File: src/rtl/bnn_stream_loader.sv
// Serial loader filling the BNN image bitmap and kernel bank
// from two independent qualified 1-bit streams.
module bnn_stream_loader #(
   parameter int IMG_W = 28,
   parameter int IMG_H = 28,
   parameter int K     = 3,
   parameter int NUM_K = 8
) (
   input  logic                     clk,
   input  logic                     reset_n,
   input  logic                     start,
   input  logic [1:0]               mode,
   input  logic                     d_in_p,
   input  logic                     valid_p,
   input  logic                     d_in_w,
   input  logic                     valid_w,
   output logic [IMG_H*IMG_W-1:0]   pixels,
   output logic [NUM_K*K*K-1:0]     weights,
   output logic                     busy,
   output logic                     pic_done,
   output logic                     w_done,
   output logic                     load_done,
   output logic                     done_pulse
);

   localparam int NPIX = IMG_H * IMG_W;
   localparam int NWT  = NUM_K * K * K;
   localparam int PW   = (NPIX > 1) ? $clog2(NPIX) : 1;
   localparam int WW   = (NWT > 1) ? $clog2(NWT) : 1;
   localparam logic [PW-1:0] PLAST = PW'(NPIX - 1);
   localparam logic [WW-1:0] WLAST = WW'(NWT - 1);

   typedef enum logic [1:0] {
      S_IDLE,
      S_LOAD,
      S_DONE
   } state_t;

   state_t r_state;
   state_t w_state_nxt;

   logic            r_dp;
   logic            r_vp;
   logic            r_dw;
   logic            r_vw;
   logic            r_sel_p;
   logic            r_sel_w;
   logic [PW-1:0]   r_pcnt;
   logic [WW-1:0]   r_wcnt;
   logic [NPIX-1:0] r_pixels;
   logic [NWT-1:0]  r_weights;
   logic            r_pic_done;
   logic            r_w_done;
   logic            r_busy;
   logic            r_done_pulse;

   logic w_arm;
   logic w_mp_sel;
   logic w_mw_sel;
   logic w_p_wr;
   logic w_w_wr;
   logic w_p_fin;
   logic w_w_fin;

   // mode 11 falls through to "both"
   assign w_mp_sel = (mode != 2'b10);
   assign w_mw_sel = (mode != 2'b01);

   always_ff @(posedge clk or negedge reset_n) begin
      if (!reset_n) begin
         r_state <= S_IDLE;
      end else begin
         r_state <= w_state_nxt;
      end
   end

   always_comb begin
      w_state_nxt = r_state;
      w_arm       = 1'b0;
      w_p_wr      = 1'b0;
      w_w_wr      = 1'b0;
      w_p_fin     = 1'b0;
      w_w_fin     = 1'b0;
      unique case (r_state)
         S_IDLE, S_DONE: begin
            if (start) begin
               w_state_nxt = S_LOAD;
               w_arm       = 1'b1;
            end
         end
         S_LOAD: begin
            w_p_wr  = r_sel_p && !r_pic_done && r_vp;
            w_w_wr  = r_sel_w && !r_w_done && r_vw;
            w_p_fin = w_p_wr && (r_pcnt == PLAST);
            w_w_fin = w_w_wr && (r_wcnt == WLAST);
            if ((!r_sel_p || r_pic_done || w_p_fin) &&
                (!r_sel_w || r_w_done || w_w_fin)) begin
               w_state_nxt = S_DONE;
            end
         end
         default: w_state_nxt = S_IDLE;
      endcase
   end

   always_ff @(posedge clk or negedge reset_n) begin
      if (!reset_n) begin
         r_dp         <= 1'b0;
         r_vp         <= 1'b0;
         r_dw         <= 1'b0;
         r_vw         <= 1'b0;
         r_sel_p      <= 1'b0;
         r_sel_w      <= 1'b0;
         r_pcnt       <= '0;
         r_wcnt       <= '0;
         r_pixels     <= '0;
         r_weights    <= '0;
         r_pic_done   <= 1'b0;
         r_w_done     <= 1'b0;
         r_busy       <= 1'b0;
         r_done_pulse <= 1'b0;
      end else begin
         r_dp         <= d_in_p;
         r_vp         <= valid_p;
         r_dw         <= d_in_w;
         r_vw         <= valid_w;
         r_busy       <= (w_state_nxt == S_LOAD);
         r_done_pulse <= (r_state == S_LOAD) &&
                         (w_state_nxt == S_DONE);
         // arrays are not cleared on arm; they are overwritten in order
         if (w_arm) begin
            r_sel_p <= w_mp_sel;
            r_sel_w <= w_mw_sel;
            if (w_mp_sel) begin
               r_pcnt     <= '0;
               r_pic_done <= 1'b0;
            end
            if (w_mw_sel) begin
               r_wcnt   <= '0;
               r_w_done <= 1'b0;
            end
         end
         if (w_p_wr) begin
            r_pixels[r_pcnt] <= r_dp;
            if (w_p_fin) begin
               r_pcnt     <= '0;
               r_pic_done <= 1'b1;
            end else begin
               r_pcnt <= r_pcnt + 1'b1;
            end
         end
         if (w_w_wr) begin
            r_weights[r_wcnt] <= r_dw;
            if (w_w_fin) begin
               r_wcnt   <= '0;
               r_w_done <= 1'b1;
            end else begin
               r_wcnt <= r_wcnt + 1'b1;
            end
         end
      end
   end

   assign pixels     = r_pixels;
   assign weights    = r_weights;
   assign busy       = r_busy;
   assign pic_done   = r_pic_done;
   assign w_done     = r_w_done;
   assign done_pulse = r_done_pulse;
   assign load_done  = r_pic_done & r_w_done;

endmodule

File: config.mk
export PLATFORM = sky130hd
export DESIGN_NAME = bnn_stream_loader
export DESIGN_NICKNAME = d
export VERILOG_FILES = /design/src/rtl/bnn_stream_loader.sv
export SDC_FILE = /design/constraint.sdc
export NUM_CORES = 1
export LEC_CHECK = 0
export BUFFER_PORTS_ARGS = -buffer_cell sky130_fd_sc_hd__clkbuf_2
export CAP_MARGIN = 30
export CORE_AREA = 3 3 338 340
export DETAILED_ROUTE_END_ITERATION = 10
export DIE_AREA = 0 0 341 343
export GPL_TIMING_DRIVEN = 1
export PLACE_DENSITY = 0.66
export SLEW_MARGIN = 40
export SYNTH_ARGS = -nofsm -noshare
export SYNTH_HDL_FRONTEND = slang
export SYNTH_SLANG_ARGS = --single-unit
File: constraint.sdc
create_clock -name clk -period 2.05 [get_ports clk]
set_input_delay 0.41 -clock clk [delete_from_list [all_inputs] [get_ports clk]]
set_output_delay 0.41 -clock clk [all_outputs]
set_load 0.01 [all_outputs]
==> reports/summary.txt <==
P_leak: 0.0280 uW
Cell Int Power: 29300 uW
Sw Ratio: 0.264
Clk pwr share: 0.452
Vias: 38200
CP max stage delay: 430 ps
worst vdd ir: 621 uV
total gr overflow: 0
CP Launch Type: register
Crit path depth: 8
worst setup margin: 24.8 ps
Setup crit end: pixels[323]
first-pass GRT wire length: 264000 um
setup TNS: 0 ps
WL final: 190000 um
RSZ-0062 raised after global routing: true
hold slack: 124 ps
Top FF cell, synth: dfrtp_1
number of port buffers: 869
DRC violation total after the first TritonRoute iteration: 4398
Required @ worst endpoint: 2610 ps
area of the die: 117000 sq um
Least-Margin Pin Slew: 631 ps
pwr dens: 782 nW/um^2
row count: 123
area share of the largest cell type after synthesis: 0.580
EDFF count, synth: 0
Syn Area/Cell: 9.34 sq um
I/O Pins: 870
Initial Utilization: 0.341
routability cong.: 0.867
sequential group share of total power: 0.449
Root Driver: clkbuf_16
pre-CTS WS: -178 ps
syn_nets: 4101
CP delay by family, top: buffers and inverters
Comb pwr share: 0.099
largest net degree at the start of global routing: 78
fraction of layout cells with a size suffix above 1: 0.315
final hold vios: 0
Worst Clk Skew: 52.3 ps
Reg2Reg Launch Point: r_state[0]
die width: 341 um
max-slew violations: 0
#FFs+latches synth: 885
CP Class: register to register
DP Area: 46600 sq um
# clock sinks: 885
via-per-instance ratio: 5.82
Crit path top cell by count: buf_6
Arr. time, crit path: 2580 ps
outcome: complete, no violations
gr usage total: 0.307
worst path cell trace: buf_6 > and4bb_4 > clkbuf_16 > nand4_1 > buf_4 > buf_6 > o21ai_0 > nand2_1
Reg2Reg Capture Point: pixels[323]
Max transition margin: 0.579
top post-synthesis cells by count: 885 x dfrtp_1, 826 x nand2_1, 803 x nand3_1, 794 x o21ai_0, 326 x clkbuf_1
synthesis-to-finish area growth: 33.5%
vias in the first global route: 36700
synthesized netlist cell count: 4087
clock buffer depth: 3
Skew-Pair Late Insertion Delay: 700 ps
CP endpoint kind: register
Max H-tree Level: 3
fin crit share: 0.988
post-layout utilization of the core: 0.455
asr flop ratio synth: 1.00
Inserted Clock Buffers: 96
synth unique cells: 62
Post-Syn Area: 38200 sq um
Die H: 343 um
CP Launch Point: r_state[0]
CTS tree: done
Tmin final: 2030 ps
total of max-cap violations: 0
Fmax: 494 MHz
FF-to-FF setup slack: 20 ps
Crit-path slowest cell: dfrtp_1
Reg clk slew, reported paths: 60 ps
switching power: 10500 uW
Synth area leaders: dfrtp_1 58%, nand3_1 11%, o21ai_0 10%, nand2_1 8.1%, clkbuf_1 3.2%
endpoints failing setup: 0
antenna violations before repair: 16
post-synth top area cell: dfrtp_1
routed len/inst: 28.9 um
Seq/Total Area, Yosys: 0.580
Worst Hold Class: primary input to register
core area: 112000 sq um
Synth warnings: 0
worst r2r path cells: 8
Finished Cell Area: 51000 sq um
drt first pass iters: 6
Fill cells: 10500
most numerous cell in the Yosys netlist: dfrtp_1
DRC errors left: 0
worst-path fanout max: 12
WP buf/inv: 4
final antenna-violating net count: 0
dpl hpwl: 122000 um
nets@finish: 5005
[what timing repair did]
item                       4_1_cts  5_1_grt
gates cloned                     3       13
pin swaps                        7       19
hold endpoints to repair       285        0
hold buffers                     6        0
resized for setup               27      176
setup endpoints to repair      200      337
buffers inserted                 9       27
[flip-flops by register name, indices dropped and copies added, names as in the netlist]
register    flops
busy            1
done_pulse      1
pic_done        1
pixels        784
r_dp            1
r_dw            1
r_pcnt         10
r_sel_p         1
r_sel_w         1
r_state         2
r_vp            1
r_vw            1
r_wcnt          7
w_done          1
weights        72
[layout make-up]
| type | count | area, sq um | area share |
|---|---|---|---|
| antenna | 7 | 17.5 | 0.000344 |
| clock buffer | 130 | 2670 | 0.0524 |
| clock inverter | 37 | 538 | 0.0106 |
| inverter | 11 | 48.8 | 0.000958 |
| multi-input combinational | 2763 | 14700 | 0.288 |
| sequential | 885 | 22200 | 0.435 |
| tap | 1500 | 1880 | 0.0368 |
| timing repair buffer | 1234 | 8980 | 0.176 |
[per-stage QoR]
stage,total power [uW],cells
2_1_floorplan,19900,4087
3_3_place_gp,21600,6335
3_5_place_dp,21700,6335
4_1_cts,39800,6520
5_1_grt,41000,6562
6_report,39900,6567
[power groups by stage]
stage / clock network, uW / registers, uW / logic (uW)
global route: 19000 / 17900 / 4160
global placement: 0 / 18200 / 3460
floorplan: 0 / 18200 / 1670
detailed placement: 0 / 18200 / 3500
finish: 18000 / 17900 / 3970
CTS: 18200 / 17900 / 3670
[layer usage]
layer  track usage  vias to the layer above  wire, um
li1              -                    15800         -
met5             0                        -         0
met1         0.389                    18900     70500
met3        0.0719                      672     20800
met4         0.202                        0     14300
met2         0.472                     2754     84300
[cells by family after synthesis]
family / synth area share
AOI/OAI and AO/OA: 0.110
xor gates and xnor gates: 0.000230
adders and majority gates: 0.00164
buffers and inverters: 0.0493
DFF: 0.580
muxes: 0.0226
and+or+nand+nor: 0.236
[how the worst min path moves through the flow]
stage	start	end	slack [ps]	cells past startpoint
6_report	mode[0]	r_sel_w	120	4
5_1_grt	mode[1]	r_sel_p	110	4
4_1_cts	mode[1]	r_sel_p	60	4
3_5_place_dp	reset_n	pixels[430]	310	1
3_3_place_gp	reset_n	pixels[412]	310	1
2_1_floorplan	reset_n	busy	110	0
[worst reg2reg max path, cell delays in order, from the launching register on]
cell       delay (ps)
dfrtp_1           430
buf_6             160
and4bb_4          370
clkbuf_16         190
nand4_1           120
buf_4             180
buf_6             160
o21ai_0           210
nand2_1            70
[cells in the final DEF, fill, tap and decap left out, drive strengths merged, types with 3 or more instances in the layout]
| cell type | instances |
|---|---|
| bufinv | 9 |
| o21ai | 794 |
| diode | 7 |
| nand4 | 24 |
| a21o | 4 |
| a21oi | 4 |
| mux2 | 74 |
| or3 | 5 |
| nor3b | 6 |
| and2 | 6 |
| nor3 | 59 |
| and3b | 5 |
| nor4 | 38 |
| dlygate4sd3 | 6 |
| dfrtp | 885 |
| clkbuf | 1008 |
| nand2 | 826 |
| clkinv | 19 |
| nor2 | 39 |
| mux2i | 3 |
| ha | 5 |
| buf | 349 |
| and3 | 5 |
| inv | 15 |
| nand2b | 7 |
| clkinvlp | 5 |
| nand3 | 803 |
| a22o | 6 |
| a31o | 3 |
| or3b | 9 |
| nand3b | 8 |
No activity file was read; power rests on OpenSTA's default activity.
